### src/rtl/lsu_dmem_rv32.sv
// Load/store unit for an RV32 pipeline. It accepts one memory op from EX and runs a
// req/ack transaction on the data-memory port. Loads are aligned and sign- or zero-extended
// before they are handed to the MA stage. The unit stalls the pipeline while it is busy.
module lsu_dmem_rv32 #(
  parameter int unsigned TIMEOUT = 15
) (
  input  logic        iCLK,
  input  logic        iRST,
  input  logic        iValid,
  input  logic        iRW,
  input  logic [2:0]  iFunct3,
  input  logic [31:0] iAddr,
  input  logic [31:0] iStoreData,
  input  logic [4:0]  iDregADDR,
  output logic        oReady,
  output logic        oStallD,
  output logic        oDmemReq,
  output logic        oDmemWE,
  output logic [31:0] oDmemAddr,
  output logic [31:0] oDmemWData,
  output logic [3:0]  oDmemBE,
  input  logic        iDmemAck,
  input  logic [31:0] iDmemRData,
  output logic        oValid,
  output logic [4:0]  oDregADDR,
  output logic [31:0] oDregDATA,
  output logic        oFault
);

  // The wait counter stops one short of TIMEOUT, so req stays high for exactly TIMEOUT cycles.
  localparam logic [7:0] TIMEOUT_M1 = 8'(TIMEOUT - 1);

  typedef enum logic [1:0] {S_IDLE, S_REQ, S_RESP} state_e;

  state_e      state_q, state_d;
  logic        req_q, req_d;
  logic        we_q, we_d;
  logic [31:0] addr_q, addr_d;
  logic [31:0] wdata_q, wdata_d;
  logic [3:0]  be_q, be_d;
  logic        valid_q, valid_d;
  logic        fault_q, fault_d;
  logic [4:0]  dreg_addr_q, dreg_addr_d;
  logic [31:0] dreg_data_q, dreg_data_d;
  logic [7:0]  cnt_q, cnt_d;
  logic        rw_q, rw_d;
  logic [2:0]  f3_q, f3_d;
  logic [1:0]  off_q, off_d;
  logic [4:0]  rd_q, rd_d;

  function automatic logic is_illegal(input logic rw, input logic [2:0] f3, input logic [1:0] a);
    logic bad;
    case (f3)
      3'b000:         bad = 1'b0;
      3'b001:         bad = a[0];
      3'b010:         bad = (a != 2'b00);
      3'b100, 3'b101: bad = ~rw;        // unsigned variants exist only for loads
      default:        bad = 1'b1;
    endcase
    return bad;
  endfunction

  function automatic logic [31:0] load_align(input logic [2:0] f3, input logic [1:0] off,
                                             input logic [31:0] rdata);
    logic [31:0] sh;
    logic [31:0] res;
    sh = rdata >> {off, 3'b000};
    case (f3)
      3'b000:  res = {{24{sh[7]}}, sh[7:0]};
      3'b001:  res = {{16{sh[15]}}, sh[15:0]};
      3'b100:  res = {24'd0, sh[7:0]};
      3'b101:  res = {16'd0, sh[15:0]};
      default: res = sh;
    endcase
    return res;
  endfunction

  function automatic logic [3:0] store_be(input logic [2:0] f3, input logic [1:0] off);
    logic [3:0] be;
    case (f3)
      3'b000:  be = 4'b0001 << off;
      3'b001:  be = 4'b0011 << off;
      default: be = 4'b1111;
    endcase
    return be;
  endfunction

  function automatic logic [31:0] store_wdata(input logic [2:0] f3, input logic [31:0] d);
    logic [31:0] w;
    case (f3)
      3'b000:  w = {4{d[7:0]}};
      3'b001:  w = {2{d[15:0]}};
      default: w = d;
    endcase
    return w;
  endfunction

  // Next-state and next-output logic; everything the unit drives comes out of a register.
  always_comb begin
    state_d     = state_q;
    req_d       = req_q;
    we_d        = we_q;
    addr_d      = addr_q;
    wdata_d     = wdata_q;
    be_d        = be_q;
    valid_d     = 1'b0;
    fault_d     = 1'b0;
    dreg_addr_d = dreg_addr_q;
    dreg_data_d = dreg_data_q;
    cnt_d       = cnt_q;
    rw_d        = rw_q;
    f3_d        = f3_q;
    off_d       = off_q;
    rd_d        = rd_q;
    case (state_q)
      S_IDLE: begin
        if (iValid) begin
          rw_d  = iRW;
          f3_d  = iFunct3;
          off_d = iAddr[1:0];
          rd_d  = iDregADDR;
          if (is_illegal(iRW, iFunct3, iAddr[1:0])) begin
            // Illegal ops never reach memory; they complete straight away as a fault.
            state_d     = S_RESP;
            valid_d     = 1'b1;
            fault_d     = 1'b1;
            dreg_addr_d = 5'd0;
            dreg_data_d = 32'd0;
          end else begin
            state_d = S_REQ;
            req_d   = 1'b1;
            we_d    = ~iRW;
            addr_d  = {iAddr[31:2], 2'b00};
            be_d    = iRW ? 4'b1111 : store_be(iFunct3, iAddr[1:0]);
            wdata_d = iRW ? 32'd0 : store_wdata(iFunct3, iStoreData);
            cnt_d   = 8'd0;
          end
        end
      end
      S_REQ: begin
        if (iDmemAck) begin
          state_d     = S_RESP;
          req_d       = 1'b0;
          valid_d     = 1'b1;
          dreg_addr_d = rw_q ? rd_q : 5'd0;
          dreg_data_d = rw_q ? load_align(f3_q, off_q, iDmemRData) : 32'd0;
        end else if (cnt_q == TIMEOUT_M1) begin
          state_d     = S_RESP;
          req_d       = 1'b0;
          valid_d     = 1'b1;
          fault_d     = 1'b1;
          dreg_addr_d = 5'd0;
          dreg_data_d = 32'd0;
        end else begin
          cnt_d = cnt_q + 8'd1;
        end
      end
      default: begin
        state_d = S_IDLE;
      end
    endcase
  end

  // FSM state and handshake control; reset aborts any transaction in flight.
  always_ff @(posedge iCLK) begin
    if (iRST) begin
      state_q <= S_IDLE;
      req_q   <= 1'b0;
      we_q    <= 1'b0;
      valid_q <= 1'b0;
      fault_q <= 1'b0;
      cnt_q   <= 8'd0;
    end else begin
      state_q <= state_d;
      req_q   <= req_d;
      we_q    <= we_d;
      valid_q <= valid_d;
      fault_q <= fault_d;
      cnt_q   <= cnt_d;
    end
  end

  // Memory-port data, latched op fields and MA-stage results.
  always_ff @(posedge iCLK) begin
    if (iRST) begin
      addr_q      <= 32'd0;
      wdata_q     <= 32'd0;
      be_q        <= 4'd0;
      dreg_addr_q <= 5'd0;
      dreg_data_q <= 32'd0;
      rw_q        <= 1'b0;
      f3_q        <= 3'd0;
      off_q       <= 2'd0;
      rd_q        <= 5'd0;
    end else begin
      addr_q      <= addr_d;
      wdata_q     <= wdata_d;
      be_q        <= be_d;
      dreg_addr_q <= dreg_addr_d;
      dreg_data_q <= dreg_data_d;
      rw_q        <= rw_d;
      f3_q        <= f3_d;
      off_q       <= off_d;
      rd_q        <= rd_d;
    end
  end

  assign oReady     = (state_q == S_IDLE);
  assign oStallD    = ~oReady;
  assign oDmemReq   = req_q;
  assign oDmemWE    = we_q;
  assign oDmemAddr  = addr_q;
  assign oDmemWData = wdata_q;
  assign oDmemBE    = be_q;
  assign oValid     = valid_q;
  assign oFault     = fault_q;
  assign oDregADDR  = dreg_addr_q;
  assign oDregDATA  = dreg_data_q;

endmodule

### config.mk
export PLATFORM = sky130hd
export DESIGN_NAME = lsu_dmem_rv32
export DESIGN_NICKNAME = d
export VERILOG_FILES = /design/src/rtl/lsu_dmem_rv32.sv
export SDC_FILE = /design/constraint.sdc
export NUM_CORES = 1
export LEC_CHECK = 0
export BUFFER_PORTS_ARGS = -buffer_cell sky130_fd_sc_hd__buf_4
export CAP_MARGIN = 15
export CELL_PAD_IN_SITES_DETAIL_PLACEMENT = 1
export CELL_PAD_IN_SITES_GLOBAL_PLACEMENT = 2
export CORE_ASPECT_RATIO = 1.1
export CORE_MARGIN = 10
export CORE_UTILIZATION = 29
export DETAILED_ROUTE_END_ITERATION = 10
export HOLD_SLACK_MARGIN = 0.05
export MAX_ROUTING_LAYER = met4
export PLACE_DENSITY_LB_ADDON = 0.2
export SLEW_MARGIN = 5
export SYNTH_ARGS = -nofsm -noshare
export SYNTH_HDL_FRONTEND = slang
export SYNTH_SLANG_ARGS = --single-unit
### constraint.sdc
create_clock -name iCLK -period 3.4 [get_ports iCLK]
set_input_delay 0.17 -clock iCLK [delete_from_list [all_inputs] [get_ports iCLK]]
set_output_delay 0.17 -clock iCLK [all_outputs]
set_load 0.05 [all_outputs]
Yosys cells after proc, flatten, opt, wreduce, memory -nomap -nowiden --
Index checks and enable logic that the tools add are counted.
Storage, ports and cells: bits in registers 128, bits of input ports 109, output and inout bits 111, word-level logic and storage cells 91
Operators by class: add/subtract/negate cells 1, equality and inequality tests 15, shifts and indexed selects 3, muxes and demuxes 42, bitwise gates (word level) 3, reductions and logical operators 12
Operator list (number):
- 32-bit two-way mux | 6
- 32-bit one-hot mux with 2 select lines | 2
- 32-bit one-hot mux with 4 select lines | 1
- 8-bit two-way mux | 4
- 32-bit by 5-bit >> shifter with 32-bit output | 1
- 5-bit two-way mux | 5
- 8-bit one-hot mux with 2 select lines | 1
- 3-bit == test, second input constant | 4
- 1-bit two-way mux | 11
- 5-bit one-hot mux with 2 select lines | 1
- 8-bit by 1-bit adder with 8-bit output, second input constant | 1
- 8-bit by 4-bit == test with 1-bit output, second input constant | 1
- 2-bit two-way mux | 4
- 2-bit inequality test, second input constant | 4
- 4-bit one-hot mux with 2 select lines | 1
- 4-bit AND reduction | 2
- 3-bit by 1-bit == test with 1-bit output, second input constant | 2
- 3-bit zero test | 2
- 1-bit one-hot mux with 2 select lines | 3
- 5-bit AND reduction | 1
- 4-bit two-way mux | 1
- 1-bit one-hot mux with 4 select lines | 1
- 2-bit one-hot mux with 2 select lines | 1
- 2-bit AND reduction | 2
- 11 further kinds | 14

Depth between registers and ports, before layout --
Gate-level depths: netlist of the first run.
word-level depth 8, mapped depth 9, depth with buffers taken out 7

Least setup slack after synthesis of the first run --
OpenSTA, ideal clock, no wires.
kind register to register, start point register state_q[1], end point register dreg_data_q[21], in the netlist oDregDATA[21], setup time 0.134 ns, arrival 2.042 ns, slack 1.224 ns, stages on the path, launching flop included 9, clock period less this slack 2.176 ns, path through dfxtp_1 buf_2 nor2_2 and2_1 clkbuf_1 a2bb2oi_2 a21oi_2 buf_2 a211oi_1
On the way: word-level cells in the longest chain between the ends 3, elaborated cells on any way between the ends 8, those cells by class eq/ne: 4; mux: 1; reduce/logical: 3
Ends and longest elaborated chain:
- start, declared | line 35 | state_e state_q, state_d;
- start signal, assigned | line 174 | state_q <= state_d;
- 2-bit zero test (*)
- named net oReady | line 15 | output logic oReady,
- 2-bit by 1-bit inequality test with 1-bit output (no line) (tied with other cells)
- 4-bit AND reduction (no line)
- end signal, assigned | line 200 | dreg_data_q <= dreg_data_d;
- end, declared | line 44 | logic [31:0] dreg_data_q, dreg_data_d;
The timed path passes the listed nets; every way through them passes the cells marked *. A chain may end at the register's enable or synchronous reset.

Final worst setup path of the first run --
start point input iFunct3[1], end point register wdata_q[17], in the netlist oDmemWData[17]
On the way: word-level cells in the longest chain between the ends 7, elaborated cells on any way between the ends 13, those cells by class eq/ne: 4; mux: 5; bitwise: 1; reduce/logical: 3
Ends and longest elaborated chain:
- start, declared | line 11 | input logic [2:0] iFunct3,
- 3-bit == test | line 53 | case (f3)
- 2-bit OR reduction | line 53
- 1-bit one-hot mux with 4 select lines | line 53
- 1-bit two-way mux | line 117 | if (iValid) begin
- 1-bit two-way mux | line 115 | case (state_q)
- 1-bit NOT (no line)
- 3-bit AND reduction (no line)
- end signal, assigned | line 197 | wdata_q <= wdata_d;
- end, declared | line 39 | logic [31:0] wdata_q, wdata_d;
Several ways; a longest one is shown, not always the timed one. The select of a mux whose other input is x is not followed.

==> results of run 1 <==
cell type report:
cell class	instances	share of cell area
clock buffer	19	0.0518
clock inverter	12	0.0216
inverter	5	0.00219
multi-input combinational	503	0.337
sequential	128	0.300
tap	247	0.0361
timing repair buffer	272	0.252
power breakdown:
group / internal, mW / leakage [nW] / switching [mW]
Combinational: 0.307 / 2.16 / 0.531
Sequential: 1.57 / 1.04 / 0.0430
Clock: 1.25 / 0.292 / 0.717
synth_stat cells (3+ instances only):
| cell | n |
|---|---|
| inv_1 | 5 |
| a32oi_1 | 8 |
| or3_1 | 17 |
| a22oi_1 | 15 |
| nor2b_1 | 3 |
| buf_2 | 16 |
| clkbuf_1 | 37 |
| nand2b_1 | 5 |
| mux2i_1 | 49 |
| dfxtp_1 | 128 |
| nand3b_1 | 9 |
| nand3_1 | 3 |
| a311oi_1 | 4 |
| a21oi_1 | 84 |
| nor2_1 | 63 |
| or2_2 | 7 |
| buf_6 | 3 |
| nand2_1 | 148 |
| nor3_1 | 10 |
| o21ai_0 | 16 |
| a211oi_1 | 27 |
| mux2_2 | 3 |
layout by cell type (no fill, tap or decap), types with 2 or more instances in the layout:
| cell | count |
|---|---|
| clkinv_4 | 3 |
| a211oi_1 | 27 |
| a21oi_1 | 84 |
| conb_1 | 2 |
| a32oi_1 | 8 |
| ha_1 | 2 |
| inv_1 | 5 |
| clkbuf_16 | 17 |
| nor2_2 | 2 |
| mux2i_1 | 49 |
| o21ai_0 | 16 |
| clkinvlp_4 | 4 |
| nand2_1 | 148 |
| buf_4 | 226 |
| dfxtp_1 | 128 |
| nand3_1 | 3 |
| nand4_1 | 2 |
| mux2_2 | 3 |
| or2_2 | 7 |
| nor2_1 | 61 |
| bufinv_16 | 4 |
| and3_1 | 2 |
| nand2b_1 | 5 |
| a22oi_1 | 15 |
| nor3_1 | 10 |
| nand3b_1 | 9 |
| dlygate4sd3_1 | 46 |
| a311oi_1 | 4 |
| or3_1 | 17 |
| nor2b_1 | 3 |
| o32ai_1 | 2 |
worst max-delay path: stages:
cell and delay (ns):
dlygate4sd3_1 0.54, buf_4 0.16, or3_1 0.53, o311a_4 0.25, nand2b_4 0.53, or3_1 0.53
a21oi_1 0.16
through the flow:
stage	setup slack, ns	util	total power [mW]	std cells	instance area [µm²]
global route	0.651	0.445	4.59	1186	8550
floorplan	1.22	-	2.13	696	5730
finish	0.830	0.445	4.41	1186	8550
global placement	0.908	0.388	2.43	1109	7470
CTS	0.798	0.445	4.46	1186	8550
detailed placement	0.828	0.388	2.45	1109	7470
flip-flops by register name, summed over array words and instances, names as in the netlist:
register	cells
oDmemWData	32
oDregDATA	32
oDmemAddr	30
cnt_q	8
oDregADDR	5
rd_q	5
oDmemBE	4
f3_q	3
off_q	2
state_q	2
oDmemReq	1
oDmemWE	1
oFault	1
oValid	1
rw_q	1
metal layers:
metal,part of all wire,wire (µm),vias up,global-route usage
met5,0,0,-,-
met4,0.014,330,0,0.0514
met3,0.060,1390,22,0.0512
met2,0.51,11700,173,0.304
met1,0.42,9600,2830,0.198
li1,-,-,2870,-
worst paths after layout:
kind	start	to	slack [ns]	cells past startpoint
worst min register to register	oDmemWData[6]	oDmemWData[6]	0.45	2
worst max register to register	cnt_q[0]	oDregDATA[18]	1.09	7
worst max-delay path	iFunct3[1]	oDmemWData[17]	0.83	7
worst min-delay path	iStoreData[3]	oDmemWData[3]	0.07	3
cells by family (layout without fill, tap and decap cells):
family / after synthesis / count (layout) / share of synthesized area
mux: 53 / 53 / 0.0956
other cells: 1 / 2 / 0.000655
fa+ha+maj: 2 / 2 / 0.00437
buf+inv: 65 / 308 / 0.0514
flops: 128 / 128 / 0.448
compound gates: 169 / 169 / 0.187
simple gates: 277 / 277 / 0.213
==> flow_metrics.env, run 1 <==
export IMPL_status="finished, final reports clean"
export IMPL_synth_edf_count=0
export IMPL_fin_skew_ns=0.0124
export IMPL_start_util=0.298
export IMPL_clkSlewWorstSetupHoldPaths_ns=0.06
export IMPL_tightestPinTransition_ns=1.06
export IMPL_min_path_type="in2reg"
export IMPL_dieHeight_um=167
export IMPL_maxCapViolCount=0
export IMPL_cp_arrival_ns=2.90
export IMPL_grt_overflow_total=0
export IMPL_grt_usage=0.178
export IMPL_cp_max_fo=79
export IMPL_worstSetupEndpointType="register"
export IMPL_drt_wirelength_per_cell_um=19.4
export IMPL_powerDensity_mw_per_mm2=516
export IMPL_drtPass1Iterations=4
export IMPL_cts_buffers=17
export IMPL_drive_gt1_frac=0.293
export IMPL_clock_sinks=128
export IMPL_multi_input_area_mm2=0.00288
export IMPL_yosysWarnings=0
export IMPL_die_area_mm2=0.0258
export IMPL_rows=53
export IMPL_antenna_left=0
export IMPL_io_pins=220
export IMPL_cts_resized=0
export IMPL_slew_headroom=0.290
export IMPL_synth_top_area_frac=0.448
export IMPL_final_period_utilization=0.756
export IMPL_drtIter0Drc=244
export IMPL_synth_area_per_cell_um2=8.23
export IMPL_register_area_mm2=0.00256
export IMPL_synth_cells=695
export IMPL_startpoint_type="input port"
export IMPL_grt_setup_unrepaired="false"
export IMPL_setup_violations_final=0
export IMPL_syn_to_final_growth_pct=49.5
export IMPL_clk_latency_ns=0.42
export IMPL_cts_max_path_buffers=2
export IMPL_remaining_drc_errors=0
export IMPL_cts_root_buf="clkbuf_16"
export IMPL_synth_top_area_cell="dfxtp_1"
export IMPL_place_congestion=0.811
export IMPL_diodes=0
export IMPL_path_class="in2reg"
export IMPL_fin_crit_ns=2.57
export IMPL_ys_ff_latch=128
export IMPL_port_buffers=217
export IMPL_ys_flop_type="dfxtp_1"
export IMPL_cts_tree="done"
export IMPL_postSynth_asyncResetShare=0
export IMPL_p_leak_nw=3.49
export IMPL_critPathRequiredTime_ns=3.73
export IMPL_die_x_um=154
export IMPL_ir_drop_uv=336
export IMPL_fin_nets=1038
export IMPL_ys_types=51
export IMPL_seq_area_frac_synth=0.448
export IMPL_vias=5895
export IMPL_grt_pass1_vias=6450
export IMPL_grt_max_degree=88
export IMPL_hpwlAfterDp_mm=17.0
export IMPL_slew_viol_final=0
export IMPL_cts_hold_buf=46
export IMPL_wl_mm=23.0
export IMPL_post_cts_buffers=0
export IMPL_antenna_found_initial=0
export IMPL_timing_fmax_mhz=389
export IMPL_core_area_mm2=0.0192
export IMPL_hold_viol_final=0
export IMPL_fin_hold_ws_ns=0.0699
export IMPL_post_drt_via_cell_ratio=4.97
export IMPL_grt_pass1_wl_mm=36.1
export IMPL_fillers=2273
export IMPL_synthTopCellsByArea="dfxtp_1, nand2_1, mux2i_1"
export IMPL_htreeDepth=4
export IMPL_tns_ns=0
export IMPL_netlist_area_mm2=0.00572
Note: power is estimated with default switching activity, not from simulation.
==> run 2: changes to the inputs <==
--- a/config.mk
+++ b/config.mk
@@ -11,7 +11,7 @@
 export CELL_PAD_IN_SITES_GLOBAL_PLACEMENT = 2
 export CORE_ASPECT_RATIO = 1.1
 export CORE_MARGIN = 10
-export CORE_UTILIZATION = 29
+export CORE_UTILIZATION = 27
 export DETAILED_ROUTE_END_ITERATION = 10
 export HOLD_SLACK_MARGIN = 0.05
 export MAX_ROUTING_LAYER = met4
==> constraint.sdc (replaced) <==
create_clock -name iCLK -period 2.5 [get_ports iCLK]
set_input_delay 0.125 -clock iCLK [delete_from_list [all_inputs] [get_ports iCLK]]
set_output_delay 0.125 -clock iCLK [all_outputs]
set_load 0.05 [all_outputs]
==> run 2 against run 1 <==
Against the previous run: die area rose by 6.5%; register-to-register slack got worse by 0.81 ns; critical path depth fell by 2; cell count rose by 4.6%; sequential cell count did not move; combinational power rose by 40%; worst setup slack got worse by 0.55 ns; total power rose by 33%; critical path type is now reg2reg; critical endpoint is now oDregDATA[29]; via count rose by 1.7%; sequential share of layout area fell by 0.54 points.
==> flow_metrics.env, run 2 (synthesis gave the netlist of run 1 again) <==
export IMPL_tns_ns=0
export IMPL_grt_overflow_total=0
export IMPL_final_cell_area_mm2=0.00871
export IMPL_p_switching_mw=1.79
export IMPL_fillers=2486
export IMPL_post_dp_cell_area_mm2=0.00757
export IMPL_clkSlewWorstSetupHoldPaths_ns=0.06
export IMPL_fin_skew_ns=0.00925
export IMPL_fin_nets=1052
export IMPL_internal_power_mw=4.09
export IMPL_p_leak_nw=3.54
export IMPL_die_x_um=159
export IMPL_post_drt_via_cell_ratio=4.83
export IMPL_tightestPinTransition_ns=0.752
export IMPL_cts_root_buf="clkbuf_16"
export IMPL_htreeDepth=4
export IMPL_crit_buf_inv=0
export IMPL_mostFrequentLayoutCell="buf_4"
export IMPL_grt_setup_unrepaired="false"
export IMPL_maxCapViolCount=0
export IMPL_vias=5997
export IMPL_path_cells="and4b_1 > nand3_1 > nor2_1 > nand2_1 > a211oi_1"
export IMPL_final_period_utilization=0.889
export IMPL_grt_pass1_vias=6472
export IMPL_syn_to_final_growth_pct=52.3
export IMPL_p_comb_frac=0.199
export IMPL_fin_crit_ns=2.22
export IMPL_p_seq_frac=0.373
export IMPL_start_util=0.276
export IMPL_grt_usage=0.169
export IMPL_hpwlAfterDp_mm=17.3
export IMPL_rows=55
export IMPL_place_congestion=0.879
export IMPL_critPathRequiredTime_ns=2.81
export IMPL_post_cts_buffers=0
export IMPL_p_sw_frac=0.305
export IMPL_min_path_type="in2reg"
export IMPL_setup_violations_final=0
export IMPL_port_buffers=217
export IMPL_clk_latency_ns=0.42
export IMPL_ir_drop_uv=430
export IMPL_cp_max_fo=13
export IMPL_antenna_found_initial=2
export IMPL_die_area_mm2=0.0274
export IMPL_powerDensity_mw_per_mm2=675
export IMPL_fin_util=0.421
export IMPL_grt_pass1_wl_mm=36.6
export IMPL_drtPass1Iterations=5
export IMPL_p_clk_frac=0.428
export IMPL_slew_headroom=0.499
export IMPL_slew_viol_final=0
export IMPL_timing_fmax_mhz=450
export IMPL_cpMaxStageDelayCell="and4b_1"
export IMPL_cp_arrival_ns=2.54
export IMPL_cts_tree="done"
export IMPL_cts_max_path_buffers=2
export IMPL_grt_max_degree=67
export IMPL_dieHeight_um=173
export IMPL_io_pins=220
export IMPL_remaining_drc_errors=0
export IMPL_drt_wirelength_per_cell_um=19.0
export IMPL_drtIter0Drc=229
export IMPL_worstSetupEndpointType="register"
export IMPL_layout_common_cells="buf_4, nand2_1, dfxtp_1"
export IMPL_crit_family="simple AND/OR/NAND/NOR gates"
export IMPL_core_area_mm2=0.0207
export IMPL_status="finished, final reports clean"
export IMPL_report_power_total_mw=5.88
export IMPL_drive_gt1_frac=0.296
export IMPL_startpoint_type="register"
export IMPL_clock_sinks=128
export IMPL_wl_mm=23.6
export IMPL_hold_viol_final=0
export IMPL_path_class="reg2reg"
export IMPL_antenna_left=0
export IMPL_slowest_delay_ns=0.55
export IMPL_cts_buffers=17
[run 2: layout make-up]
cell class	instances	area (µm²)	area share
multi-input cells	503	2880	0.330
well taps	285	357	0.0409
inverters	5	18.8	0.00215
clock inverters	13	153	0.0175
diodes	2	5.00	0.000574
repair buffers	286	2290	0.263
clock buffers	19	443	0.0508
flip-flops and latches	128	2560	0.294
[run 2: path summary, 6_finish.rpt]
kind,from,end,slack (ns),cells past startpoint
hold / removal,iFunct3[0],f3_q[0],0.1,3
setup / recovery,state_q[0],oDregDATA[29],0.28,5
setup reg to reg,state_q[0],oDregDATA[29],0.28,5
hold reg to reg,oDmemWData[12],oDmemWData[12],0.46,2
[run 2: metrics by stage]
step	worst slack (ns)	std cells	hold WS, ns
2_1_floorplan	0.324	696	0.261
3_3_place_gp	0.371	1153	0.372
3_5_place_dp	0.259	1153	0.383
4_1_cts	0.248	1239	0.0766
5_1_grt	0.0167	1241	0.0877
6_report	0.278	1241	0.0977
[run 2: worst reg2reg max path: stages (launching register included)]
cell and delay (ns):
dfxtp_1 0.49, and4b_1 0.55, nand3_1 0.28, nor2_1 0.43, nand2_1 0.11, a211oi_1 0.26
[run 2: layer usage]
metal,global-route usage,part of all wire,vias up
met3,0.0577,0.065,26
met4,0.0491,0.018,0
met2,0.286,0.50,177
met5,-,0,-
met1,0.186,0.42,2889
li1,-,-,2905
[run 2: power groups by stage]
stage	registers [mW]	clock network (mW)	logic, mW
2_1_floorplan	2.49	0	0.417
3_3_place_gp	2.23	0	1.09
3_5_place_dp	2.24	0	1.11
4_1_cts	2.20	2.60	1.18
5_1_grt	2.21	2.69	1.25
6_report	2.19	2.52	1.17
[run 2: repair_timing]
item	CTS	global route
gates resized for setup	0	0
hold buffers	54	0
endpoints found under the hold margin	55	0
setup endpoints to repair	0	0
==> run 3: changes to the inputs <==
--- a/config.mk
+++ b/config.mk
@@ -14,7 +14,6 @@
 export CORE_UTILIZATION = 27
 export DETAILED_ROUTE_END_ITERATION = 10
 export HOLD_SLACK_MARGIN = 0.05
-export MAX_ROUTING_LAYER = met4
 export PLACE_DENSITY_LB_ADDON = 0.2
 export SLEW_MARGIN = 5
 export SYNTH_ARGS = -nofsm -noshare
==> run 3 against run 2 <==
Against the previous run: cell count unchanged; worst setup slack better by 0.0034 ns; sequential cell count stayed put; sequential share of layout area unchanged; die area did not move; via count decreased by 0.37%; first-iteration DRC count is 3.5% higher; clock skew is 0.00052 ns lower; clock power is essentially flat; non-clock buffer count is the same; critical endpoint unchanged; largest power group unchanged.
==> flow_metrics.env, run 3 (synthesis gave the netlist of run 1 again) <==
export IMPL_antenna_found_initial=2
export IMPL_slew_viol_final=0
export IMPL_die_x_um=159
export IMPL_start_util=0.276
export IMPL_remaining_drc_errors=0
export IMPL_timing_fmax_mhz=451
export IMPL_cts_buffers=17
export IMPL_dp_cells=1153
export IMPL_critPathRequiredTime_ns=2.82
export IMPL_clock_sinks=128
export IMPL_wl_mm=23.6
export IMPL_reg2reg_to="oDregDATA[29]"
export IMPL_p_comb_frac=0.199
export IMPL_p_switching_mw=1.79
export IMPL_fin_crit_ns=2.22
export IMPL_fin_nets=1052
export IMPL_port_buffers=217
export IMPL_setup_violations_final=0
export IMPL_grt_setup_unrepaired="false"
export IMPL_final_cell_area_mm2=0.00871
export IMPL_endpoint="oDregDATA[29]"
export IMPL_cp_max_fo=13
export IMPL_drive_gt1_frac=0.296
export IMPL_status="finished, final reports clean"
export IMPL_grt_pass1_wl_mm=36.7
export IMPL_post_drt_via_cell_ratio=4.81
export IMPL_worstSetupEndpointType="register"
export IMPL_multi_input_area_mm2=0.00288
export IMPL_critPathLaunch="state_q[0]"
export IMPL_min_path_type="in2reg"
export IMPL_drt_wirelength_per_cell_um=19.0
export IMPL_cts_tree="done"
export IMPL_grt_overflow_total=0
export IMPL_fin_util=0.421
export IMPL_powerDensity_mw_per_mm2=675
export IMPL_fin_skew_ns=0.00873
export IMPL_htreeDepth=4
export IMPL_io_pins=220
export IMPL_die_area_mm2=0.0274
export IMPL_rows=55
export IMPL_tightestPinTransition_ns=0.763
export IMPL_rrSetupSlack_ns=0.28
export IMPL_cts_resized=0
export IMPL_ir_drop_uv=434
export IMPL_grt_pass1_vias=6468
export IMPL_cts_max_path_buffers=2
export IMPL_antenna_left=0
export IMPL_reg2reg_from="state_q[0]"
export IMPL_hpwlAfterDp_mm=17.3
export IMPL_p_sw_frac=0.305
export IMPL_drtIter0Drc=237
export IMPL_hold_viol_final=0
export IMPL_p_clk_frac=0.428
export IMPL_mostFrequentLayoutCell="buf_4"
export IMPL_post_dp_cell_area_mm2=0.00757
export IMPL_grt_max_degree=67
export IMPL_slew_headroom=0.490
export IMPL_drtPass1Iterations=4
export IMPL_tns_ns=0
export IMPL_register_area_mm2=0.00256
export IMPL_syn_to_final_growth_pct=52.3
export IMPL_internal_power_mw=4.09
export IMPL_startpoint_type="register"
export IMPL_clkSlewWorstSetupHoldPaths_ns=0.06
export IMPL_dieHeight_um=173
export IMPL_dp_slack_ns=0.259
export IMPL_place_congestion=0.865
export IMPL_p_leak_nw=3.54
export IMPL_final_period_utilization=0.887
export IMPL_core_area_mm2=0.0207
export IMPL_vias=5975
export IMPL_cp_arrival_ns=2.53
export IMPL_layout_common_cells="buf_4, nand2_1, dfxtp_1"
export IMPL_maxCapViolCount=0
export IMPL_grt_usage=0.165
export IMPL_clk_latency_ns=0.41
export IMPL_path_class="reg2reg"
export IMPL_stdcell_count=1241
export IMPL_reg2regPathDepth=5
export IMPL_setup_ws_ns=0.282
export IMPL_cts_root_buf="clkbuf_16"
export IMPL_fillers=2486
export IMPL_p_seq_frac=0.373
## run 3: critical path, cell delays in order, from the launching register on
cell	delay, ns
dfxtp_1	0.50
and4b_1	0.55
nand3_1	0.27
nor2_1	0.42
nand2_1	0.11
a211oi_1	0.26
## run 3: area by class of cell
class | count | share of cell area
well taps | 285 | 0.0409
flip-flops and latches | 128 | 0.294
repair buffers | 286 | 0.263
diodes | 2 | 0.000574
multi-input cells | 503 | 0.330
clock buffers | 19 | 0.0508
clock inverters | 13 | 0.0175
inverters | 5 | 0.00215
## run 3: per-layer routing
| metal | part of all wire | wire, µm | track usage | up-vias |
|---|---|---|---|---|
| met5 | 0 | 0 | 0 | - |
| met4 | 0.021 | 487 | 0.0491 | 0 |
| met3 | 0.067 | 1570 | 0.0596 | 27 |
| met2 | 0.50 | 11700 | 0.285 | 172 |
| met1 | 0.42 | 9840 | 0.186 | 2873 |
| li1 | - | - | - | 2903 |
## run 3: what timing repair did
item / in CTS / in global routing
setup buffers: 0 / 0
hold endpoints to repair: 55 / 0
hold buffers: 54 / 0
## run 3: worst min path at each step
stage                      start           end  cells after the start
floorplan           iDregADDR[0]       rd_q[0]                      2
global placement        iAddr[5]  oDmemAddr[5]                      3
detailed placement  iDregADDR[4]       rd_q[4]                      3
CTS                   iFunct3[0]       f3_q[0]                      3
global route          iFunct3[0]       f3_q[0]                      3
finish                iFunct3[0]       f3_q[0]                      3
## run 3: per-stage QoR
step	power, mW	hold WS (ns)
global placement	3.32	0.372
detailed placement	3.35	0.383
CTS	5.97	0.0766
finish	5.88	0.0959
floorplan	2.90	0.261
global route	6.15	0.0881
## run 3: power groups by stage
| stage | Combinational [mW] | Clock, mW | Sequential (mW) |
|---|---|---|---|
| after CTS | 1.18 | 2.60 | 2.20 |
| after detailed placement | 1.11 | 0 | 2.24 |
| after floorplan | 0.417 | 0 | 2.49 |
| final | 1.17 | 2.52 | 2.19 |
| after global routing | 1.25 | 2.69 | 2.21 |
| after global placement | 1.09 | 0 | 2.23 |
